<file path="config.mk">
export PLATFORM = sky130hd
export DESIGN_NAME = clarke_sampler_flat
export DESIGN_NICKNAME = d
export VERILOG_FILES = /design/src/rtl/clarke_sampler_if.sv /design/src/rtl/clarke_sampler.sv /design/src/flat_wrapper.sv
export SDC_FILE = /design/constraint.sdc
export NUM_CORES = 2
export LEC_CHECK = 0
export ABC_AREA = 1
export BUFFER_PORTS_ARGS = -buffer_cell sky130_fd_sc_hd__buf_2
export CAP_MARGIN = 20
export CORE_MARGIN = 3
export CORE_UTILIZATION = 65
export CTS_BUF_LIST = sky130_fd_sc_hd__clkbuf_8
export CTS_CLUSTER_DIAMETER = 150
export DETAILED_ROUTE_END_ITERATION = 7
export PLACE_DENSITY = 0.86
export SYNTH_ARGS = -nofsm -noshare
export SYNTH_HDL_FRONTEND = slang
export SYNTH_SLANG_ARGS = --single-unit
</file>
<file path="constraint.sdc">
create_clock -name clk -period 7.6 [get_ports clk]
set_input_delay 1.9 -clock clk [delete_from_list [all_inputs] [get_ports clk]]
set_output_delay 1.9 -clock clk [all_outputs]
set_load 0.01 [all_outputs]
</file>
<file path="src/rtl/clarke_sampler_if.sv">
// ============================================================================
//  clarke_sampler_if
//  Sample-in / Clarke-out bundle between the phase sampler and kalman.
//  Revision: 1.0
// ============================================================================
`default_nettype none

interface clarke_sampler_if #(
   parameter int N = 32
);
   logic                sample_valid;
   logic signed [N-1:0] ia;
   logic signed [N-1:0] ib;
   logic signed [N-1:0] ic;
   logic signed [N-1:0] va;
   logic signed [N-1:0] vb;
   logic signed [N-1:0] vc;
   logic                sample_ready;
   logic signed [N-1:0] ialpham;
   logic signed [N-1:0] ibetam;
   logic signed [N-1:0] valpha;
   logic signed [N-1:0] vbeta;
   logic                out_valid;
   logic                overrun;

   modport master (
      output sample_valid, ia, ib, ic, va, vb, vc,
      input  sample_ready, ialpham, ibetam, valpha, vbeta, out_valid, overrun
   );

   modport slave (
      input  sample_valid, ia, ib, ic, va, vb, vc,
      output sample_ready, ialpham, ibetam, valpha, vbeta, out_valid, overrun
   );
endinterface

`default_nettype wire

</file>
<file path="src/rtl/clarke_sampler.sv">
// ============================================================================
//  clarke_sampler
//  Box-car averages 2^AVG_LOG2 three-phase samples, then applies the
//  amplitude-invariant Clarke transform on one shared multiplier.
//  Revision: 1.0
// ============================================================================
`default_nettype none

module clarke_sampler #(
   parameter int N        = 32,
   parameter int Q        = 18,
   parameter int AVG_LOG2 = 2
) (
   input  logic             clk,
   input  logic             reset,
   clarke_sampler_if.slave  bus
);

   function automatic longint calc_c23(input int q);
      return ((longint'(1) << (q + 1)) + 1) / 3;
   endfunction

   // Largest x with (x - 0.5) <= 2^q/sqrt(3), i.e. round-half-up, in integers.
   function automatic longint calc_cis3(input int q);
      longint lim;
      longint x;
      longint t;
      lim = longint'(4) << (2 * q);
      x   = 0;
      for (int b = q; b >= 0; b--) begin
         t = x | (longint'(1) << b);
         if (3 * (2 * t - 1) * (2 * t - 1) <= lim) x = t;
      end
      return x;
   endfunction

   localparam int                  NSAMP = 1 << AVG_LOG2;
   localparam int                  CW    = (AVG_LOG2 > 0) ? AVG_LOG2 : 1;
   localparam int                  AW    = N + AVG_LOG2;
   localparam logic signed [N-1:0] C23   = N'(calc_c23(Q));
   localparam logic signed [N-1:0] CIS3  = N'(calc_cis3(Q));

   typedef enum logic [2:0] {
      ACC  = 3'd0,
      PREP = 3'd1,
      MUL0 = 3'd2,
      MUL1 = 3'd3,
      MUL2 = 3'd4,
      MUL3 = 3'd5,
      DONE = 3'd6
   } state_t;

   state_t state;
   state_t state_nxt;

   logic signed [N-1:0]   smp [6];
   logic signed [AW-1:0]  acc [6];
   logic signed [N-1:0]   avg [6];
   logic [CW-1:0]         cnt;
   logic                  last_smp;

   logic signed [N-1:0]   dai, dbi, dav, dbv;
   logic signed [N-1:0]   sh_ialpha, sh_ibeta, sh_valpha, sh_vbeta;
   logic signed [N-1:0]   ialpha_out, ibeta_out, valpha_out, vbeta_out;
   logic                  valid_out;
   logic                  overrun_flag;

   logic signed [N-1:0]   mul_a;
   logic signed [N-1:0]   mul_b;
   logic signed [2*N-1:0] prod;
   logic signed [N-1:0]   prod_q;

   // a - (b + c)/2 with the half-sum kept one bit wider to avoid overflow.
   function automatic logic signed [N-1:0] diff_alpha(
      input logic signed [N-1:0] a,
      input logic signed [N-1:0] b,
      input logic signed [N-1:0] c
   );
      logic signed [N:0] s;
      s = {b[N-1], b} + {c[N-1], c};
      s = s >>> 1;
      return a - $signed(s[N-1:0]);
   endfunction

   assign smp[0] = bus.ia;
   assign smp[1] = bus.ib;
   assign smp[2] = bus.ic;
   assign smp[3] = bus.va;
   assign smp[4] = bus.vb;
   assign smp[5] = bus.vc;

   always_comb begin
      for (int k = 0; k < 6; k++) begin
         avg[k] = N'(acc[k] >>> AVG_LOG2);
      end
   end

   assign last_smp = (cnt == CW'(NSAMP - 1));

   always_comb begin
      mul_a = dai;
      mul_b = C23;
      case (state)
         MUL1:    begin mul_a = dbi; mul_b = CIS3; end
         MUL2:    begin mul_a = dav; mul_b = C23;  end
         MUL3:    begin mul_a = dbv; mul_b = CIS3; end
         default: begin mul_a = dai; mul_b = C23;  end
      endcase
   end

   assign prod   = (2*N)'(mul_a) * (2*N)'(mul_b);
   assign prod_q = prod[N-1+Q:Q];

   always_ff @(posedge clk or negedge reset) begin
      if (!reset) begin
         state <= ACC;
      end else begin
         state <= state_nxt;
      end
   end

   always_comb begin
      state_nxt = state;
      case (state)
         ACC:     if (bus.sample_valid && last_smp) state_nxt = PREP;
         PREP:    state_nxt = MUL0;
         MUL0:    state_nxt = MUL1;
         MUL1:    state_nxt = MUL2;
         MUL2:    state_nxt = MUL3;
         MUL3:    state_nxt = DONE;
         DONE:    state_nxt = ACC;
         default: state_nxt = ACC;
      endcase
   end

   always_ff @(posedge clk or negedge reset) begin
      if (!reset) begin
         for (int k = 0; k < 6; k++) acc[k] <= '0;
         cnt          <= '0;
         dai          <= '0;
         dbi          <= '0;
         dav          <= '0;
         dbv          <= '0;
         sh_ialpha    <= '0;
         sh_ibeta     <= '0;
         sh_valpha    <= '0;
         sh_vbeta     <= '0;
         ialpha_out   <= '0;
         ibeta_out    <= '0;
         valpha_out   <= '0;
         vbeta_out    <= '0;
         valid_out    <= 1'b0;
         overrun_flag <= 1'b0;
      end else begin
         valid_out <= (state == DONE);
         if (bus.sample_valid && (state != ACC)) overrun_flag <= 1'b1;
         case (state)
            ACC: begin
               if (bus.sample_valid) begin
                  for (int k = 0; k < 6; k++) acc[k] <= acc[k] + AW'(smp[k]);
                  cnt <= last_smp ? '0 : cnt + 1'b1;
               end
            end
            PREP: begin
               dai <= diff_alpha(avg[0], avg[1], avg[2]);
               dbi <= avg[1] - avg[2];
               dav <= diff_alpha(avg[3], avg[4], avg[5]);
               dbv <= avg[4] - avg[5];
               for (int k = 0; k < 6; k++) acc[k] <= '0;
            end
            MUL0: sh_ialpha <= prod_q;
            MUL1: sh_ibeta  <= prod_q;
            MUL2: sh_valpha <= prod_q;
            MUL3: sh_vbeta  <= prod_q;
            DONE: begin
               ialpha_out <= sh_ialpha;
               ibeta_out  <= sh_ibeta;
               valpha_out <= sh_valpha;
               vbeta_out  <= sh_vbeta;
            end
            default: ;
         endcase
      end
   end

   assign bus.sample_ready = (state == ACC);
   assign bus.ialpham      = ialpha_out;
   assign bus.ibetam       = ibeta_out;
   assign bus.valpha       = valpha_out;
   assign bus.vbeta        = vbeta_out;
   assign bus.out_valid    = valid_out;
   assign bus.overrun      = overrun_flag;

endmodule

`default_nettype wire

</file>
<file path="src/flat_wrapper.sv">
// flat-port wrapper written by rule: the top's interface ports become plain ports
module clarke_sampler_flat 
#(
   parameter int N        = 32,
   parameter int Q        = 18,
   parameter int AVG_LOG2 = 2
)
  (clk, reset, bus_sample_valid, bus_ia, bus_ib, bus_ic, bus_va, bus_vb, bus_vc, bus_sample_ready, bus_ialpham, bus_ibetam, bus_valpha, bus_vbeta, bus_out_valid, bus_overrun);
  clarke_sampler_if #(.N(N)) bus_i ();
  input  logic clk;
  input  logic reset;
  input wire logic [$bits(bus_i.sample_valid)-1:0] bus_sample_valid;
  input wire logic [$bits(bus_i.ia)-1:0] bus_ia;
  input wire logic [$bits(bus_i.ib)-1:0] bus_ib;
  input wire logic [$bits(bus_i.ic)-1:0] bus_ic;
  input wire logic [$bits(bus_i.va)-1:0] bus_va;
  input wire logic [$bits(bus_i.vb)-1:0] bus_vb;
  input wire logic [$bits(bus_i.vc)-1:0] bus_vc;
  output wire logic [$bits(bus_i.sample_ready)-1:0] bus_sample_ready;
  output wire logic [$bits(bus_i.ialpham)-1:0] bus_ialpham;
  output wire logic [$bits(bus_i.ibetam)-1:0] bus_ibetam;
  output wire logic [$bits(bus_i.valpha)-1:0] bus_valpha;
  output wire logic [$bits(bus_i.vbeta)-1:0] bus_vbeta;
  output wire logic [$bits(bus_i.out_valid)-1:0] bus_out_valid;
  output wire logic [$bits(bus_i.overrun)-1:0] bus_overrun;
  assign bus_i.sample_valid = bus_sample_valid;
  assign bus_i.ia = bus_ia;
  assign bus_i.ib = bus_ib;
  assign bus_i.ic = bus_ic;
  assign bus_i.va = bus_va;
  assign bus_i.vb = bus_vb;
  assign bus_i.vc = bus_vc;
  assign bus_sample_ready = bus_i.sample_ready;
  assign bus_ialpham = bus_i.ialpham;
  assign bus_ibetam = bus_i.ibetam;
  assign bus_valpha = bus_i.valpha;
  assign bus_vbeta = bus_i.vbeta;
  assign bus_out_valid = bus_i.out_valid;
  assign bus_overrun = bus_i.overrun;
  clarke_sampler #(.N(N), .Q(Q), .AVG_LOG2(AVG_LOG2)) u_core (.clk(clk), .reset(reset), .bus(bus_i));
endmodule
</file>
**Yosys cells after proc, flatten, opt, wreduce, memory -nomap -nowiden**

Cells that the tools add are included.

- Memories kept: 0
- Bits in read-only memories: 0
- Bits in writable memories: 0
- Latch bits: 0
- Register bits: 595
- Output and inout bits: 131
- Bits of input ports: 195

- Shift-type cells: 0
- Multiplexer cells: 7
- Div/mod/pow operators: 0
- Magnitude comparators: 0
- Reductions and logical operators: 8
- Add/sub/neg operators: 13
- Equality and inequality tests: 9
- Bitwise logic cells: 0
- Multiply operators: 1

Operators with widths:

| cell | number |
|---|---|
| case mux 204 bit (2 select lines) | 1 |
| adder 34 x 32 -> 34 bit | 6 |
| 2-to-1 mux 204 bit | 1 |
| subtractor 32 bit | 4 |
| case mux 32 bit (3 select lines) | 1 |
| adder 32 x 32 -> 33 bit | 2 |
| multiplier 32 x 19 -> 50 bit | 1 |
| case mux 3 bit (6 select lines) | 1 |
| 2-to-1 mux 16 bit | 1 |
| equality test 3 bit (second input constant) | 3 |
| equality test 3 x 2 -> 1 bit (second input constant) | 2 |
| AND reduction 2 bit | 2 |
| equality test 3 x 1 -> 1 bit (second input constant) | 1 |
| zero test 3 bit | 1 |
| 2-to-1 mux 3 bit | 1 |
| nonzero test 3 bit | 1 |
| adder 2 x 1 -> 2 bit (second input constant) | 1 |
| equality test 2 bit (second input constant) | 1 |
| logical AND 1 bit | 2 |
| 2-to-1 mux 2 bit | 1 |
| != test 2 x 1 -> 1 bit (second input constant) | 1 |
| != test 2 bit (second input constant) | 1 |
| nonzero test 2 bit | 1 |
| OR reduction 2 bit | 1 |

**Depth between registers and ports, before layout**

- Word-level depth: 4
- Depth in mapped cells: 39

**Worst setup path before layout**

Ideal clock, no wire load.

- Kind: register to register
- Start point: register u_core.state[2]
- End point: register u_core.sh_ibeta[21]
- Arrival time: 6576 ps
- Clock period less this slack: 6707 ps
- Buffers on the path: 2
- Data required time: 7469 ps
- Setup slack: 893 ps
- Cell stages (with the launch flop): 37
- Library setup time: 131 ps
- Path through: dfrtp_1 > buf_6 > inv_4 > nand3_2 > inv_1 > clkbuf_1 > nand2_1 > nand2_1 > inv_1 > a31oi_1 > inv_1 > nor2_1 > inv_1 > fa_1 > inv_1 > fa_1 > inv_1 > fa_1 > inv_1 > fa_1 > fa_1 > inv_1 > fa_1 > inv_1 > ha_1 > a21oi_1 > inv_1 > a31oi_1 > nand2_1 > o21bai_1 > a21oi_1 > inv_1 > nand2_1 > nand3_1 > or2_2 > nand3_1 > o21ai_0

- Cells in the longest elaborated chain, start to end: 4
- Elaborated cells on any way between the ends: 7
- Those cells by class: 1 x mul; 3 x eq/ne; 2 x mux; 1 x reduce/logical

Ends and longest elaborated chain:

| element | line | text |
|---|---|---|
| start, declared | clarke_sampler.sv:53 | `state_t state;` |
| start signal, assigned | clarke_sampler.sv:118 | `state <= state_nxt;` |
| equality test 3 x 2 -> 1 bit / equality test 3 bit (equally long branches) | clarke_sampler.sv:103, clarke_sampler.sv:157 |  |
| OR reduction 2 bit (no source line) | - |  |
| 2-to-1 mux 16 bit | clarke_sampler.sv:103 | `case (state)` |
| multiplier 32 x 19 -> 50 bit | clarke_sampler.sv:111 | `assign prod = (2*N)'(mul_a) * (2*N)'(mul_b);` |
| end signal, assigned | clarke_sampler.sv:172 | `MUL1: sh_ibeta <= prod_q;` |
| end, declared | clarke_sampler.sv:63 | `logic signed [N-1:0] sh_ialpha, sh_ibeta, sh_valpha, sh_vbeta;` |

Several ways; a longest one is shown, not always the timed one.
A chain may end at the register's enable or synchronous reset.

**Final worst setup path**

- Start point: register u_core.state[1]
- End point: register u_core.sh_vbeta[20]

- Cells in the longest elaborated chain, start to end: 4
- Elaborated cells on any way between the ends: 7
- Those cells by class: 1 x mul; 3 x eq/ne; 2 x mux; 1 x reduce/logical

Ends and longest elaborated chain:

| element | line | text |
|---|---|---|
| equality test 3 x 2 -> 1 bit / equality test 3 bit (equally long branches) | clarke_sampler.sv:103, clarke_sampler.sv:157 |  |
| OR reduction 2 bit (no source line) | - |  |
| 2-to-1 mux 16 bit | clarke_sampler.sv:103 |  |
| multiplier 32 x 19 -> 50 bit | clarke_sampler.sv:111 |  |
| end signal, assigned | clarke_sampler.sv:174 | `MUL3: sh_vbeta <= prod_q;` |
| end, declared | clarke_sampler.sv:63 |  |

Several ways; a longest one is shown, not always the timed one.

==> results.cfg <==
[floorplanning]
row_count = 108
dieArea_sq_mm = 0.09193
core_region_area_sq_mm = 0.08716
die_h_um = 303.2
io_pins = 326
initial_core_util = 0.6587
die_w_um = 303.2

[sta]
final-hold-violation-count = 0
min_period_over_period = 0.9745
fin_skew_ns = 0.06233
relSlewSlack = 0.2948
tightestPinTransition_ns = 1.054
final.min_clock_period_ns = 7.406
fmax_ghz = 0.1350
finalSetupViolations = 0
slew_viol_final = 0

[global_route]
grt_pass1_wl_mm = 291.9
grt_max_degree = 174
grt_pass1_vias = 53620
grt_remaining_overflow = 0
antenna_found_initial = 3
grt_use_total = 0.4087

[cts]
cts_tree = done
numCtsBuffers = 102
clockRootBuffer = clkbuf_8
holdBufCountCts = 0
clk_latency_ns = 0.80
clock-sinks = 595
cts_htree_levels = 3
path_clk_slew_ns = 0.07
ctsLongestPathBuffers = 3

[cells_and_area]
nNetsFinal = 9266
mostFrequentLayoutCells = nand2_1, inv_1, o21ai_0
area_growth_pct = 10.97
final_common_cell = nand2_1
finalNonFillerCells = 9349
layout-drive-gt1-share = 0.09901
fin_util = 0.7310

[detailed_routing]
drt_iter0_drc = 5611
drc_errors = 0
drt-wirelength-per-cell_um = 20.25
postRouteAntennaNets = 0
routed_wl_mm = 189.3
vias_per_cell = 5.864
vias = 54830
first_pass_iters = 7

[setup_path]
cp-end-kind = flop
cp_top_family = adder cells
crit_arrival_ns = 8.07
cp.required_ns = 8.26
slowest_stage = fa_1
critPathBufInv = 14
crit_top_cell = inv_1
critPathMaxStageDelay_ns = 0.58
worstSetupStartpointType = flop
cp_max_fo = 7
path_class = reg2reg

[logic_synthesis]
yosys_warnings = 0
synth.mux.area_fraction = 0
ys.flop_type = dfrtp_1
syn_area_sq_mm = 0.05741
synth_xor_area_frac = 0.02604
yosys.area_share.simple = 0.2037
synth_edf_count = 0
synth_compound_area_frac = 0.1518
synth-seq-area-share = 0.2593
synth_top_family_by_area = adder cells
synth-async-reset-ratio = 1.000
synth_cells = 7689
ys_ff_latch = 595
synth_area_per_cell_sq_um = 7.467
ys_types = 56
synthAdderAreaFrac = 0.2600

[placed_design]
place_hpwl_mm = 153.1
place_congestion = 1.102
placed_cells = 9158
port_buffers = 325

[status]
status = finished, final reports clean

[hold_path]
hold_path_class = reg2reg

[flow_run]
cap_violations = 0
-- state kept, by name, summed over array words and instances, names as in the netlist --
name                  count
u_core.bus.overrun        1
u_core.bus.ibetam        32
u_core.dav               32
u_core.dbi               32
u_core.acc              204
u_core.bus.out_valid      1
u_core.sh_ibeta          32
u_core.sh_ialpha         32
u_core.sh_valpha         32
u_core.dai               32
u_core.bus.ialpham       32
u_core.dbv               32
u_core.state              3
u_core.bus.valpha        32
u_core.bus.vbeta         32
u_core.cnt                2
u_core.sh_vbeta          32
-- metrics by stage --
stage	setup TNS [ns]	hold WS (ns)	worst slack, ns	area (sq um)
after floorplan	0	0.4422	0.8929	57420
after global placement	0	0.4479	0.2031	61280
after detailed placement	-0.02303	0.4531	-0.02303	61280
after CTS	0	0.4483	0.04041	63480
after global routing	-0.06758	0.4811	-0.02645	63710
final	0	0.4561	0.1941	63710
-- cells in the mapped netlist (7+ instances only) --
library cell,n,share of area
a221oi_1,10,0.0015
o21a_1,36,0.0047
xnor2_1,33,0.0050
nor3_1,69,0.0060
dfrtp_1,595,0.26
o31ai_1,16,0.0021
nand2_1,1836,0.12
o21bai_1,38,0.0050
nand3_1,272,0.024
inv_2,7,0.00046
nand3b_1,13,0.0017
nand4_1,41,0.0045
inv_1,1288,0.084
a211oi_1,8,0.0010
a21boi_0,17,0.0022
a21o_1,56,0.0073
a21oi_1,561,0.049
a22o_1,7,0.0011
o211ai_1,13,0.0017
a31oi_1,81,0.0088
o21ai_0,598,0.052
o221ai_1,12,0.0018
or2_2,50,0.0054
ha_1,566,0.12
buf_1,17,0.0011
o22ai_1,65,0.0071
xor2_1,134,0.020
o21ai_1,26,0.0023
buf_2,14,0.0012
nor4_1,21,0.0023
clkbuf_1,174,0.011
nor2_1,572,0.037
fa_1,392,0.14
-- worst reg2reg max path: cells and delay by family (launching register included) --
| kind | cells | cell delay [ns] |
|---|---|---|
| adder cells (fa/ha/maj) | 7 | 3.19 |
| flip-flops | 1 | 0.45 |
| AO/OA/AOI/OAI | 5 | 0.85 |
| AND/OR/NAND/NOR | 11 | 1.27 |
| buffers and inverters | 14 | 1.53 |
-- worst paths after layout --
kind | start | end | slack, ns | depth (start not counted)
min in group asynchronous | reset | u_core.bus.ibetam[15] | 1.09 | 1
max in group asynchronous | reset | u_core.acc[88] | 5.02 | 2
hold / removal | u_core.sh_valpha[25] | u_core.bus.valpha[25] | 0.46 | 2
setup reg to reg | u_core.state[1] | u_core.sh_vbeta[20] | 0.19 | 37
hold reg to reg | u_core.sh_valpha[25] | u_core.bus.valpha[25] | 0.46 | 2
setup / recovery | u_core.state[1] | u_core.sh_vbeta[20] | 0.19 | 37
-- metal layers --
metal,track usage,vias to the layer above,wire [um]
met5,0,-,23
met4,0.2241,4,11820
met3,0.07270,592,15850
met2,0.6745,2721,88470
met1,0.5114,25920,73100
li1,-,25590,-
-- final cells by class --
class	instances	area [sq um]
clock inverter	57	467.9
multi-input combinational	5591	37060
antenna	3	7.507
sequential	595	14890
inverter	1298	4891
timing repair buffer	525	3233
tap	1155	1445
fill	6912	23450
clock buffer	125	1720
-- kinds of logic (layout without fill, tap and decap cells) --
| kind of cell | Yosys count | after routing |
|---|---|---|
| AOI/OAI and AO/OA | 1567 | 1567 |
| xor gates and xnor gates | 169 | 169 |
| adders and majority gates | 958 | 958 |
| buffers and inverters | 1505 | 2005 |
| DFF | 595 | 595 |
| other | 2 | 6 |
| and+or+nand+nor | 2893 | 2894 |
-- what timing repair did --
item	in CTS	in global routing
setup buffers	0	4
pin swaps	0	2
resized for setup	2	45
gates cloned	0	1
endpoints found under the setup margin	6	98
Power is left out: the tool's default activity adds up to more than one toggle a clock period on the data nets, which glitch-free logic cannot reach.
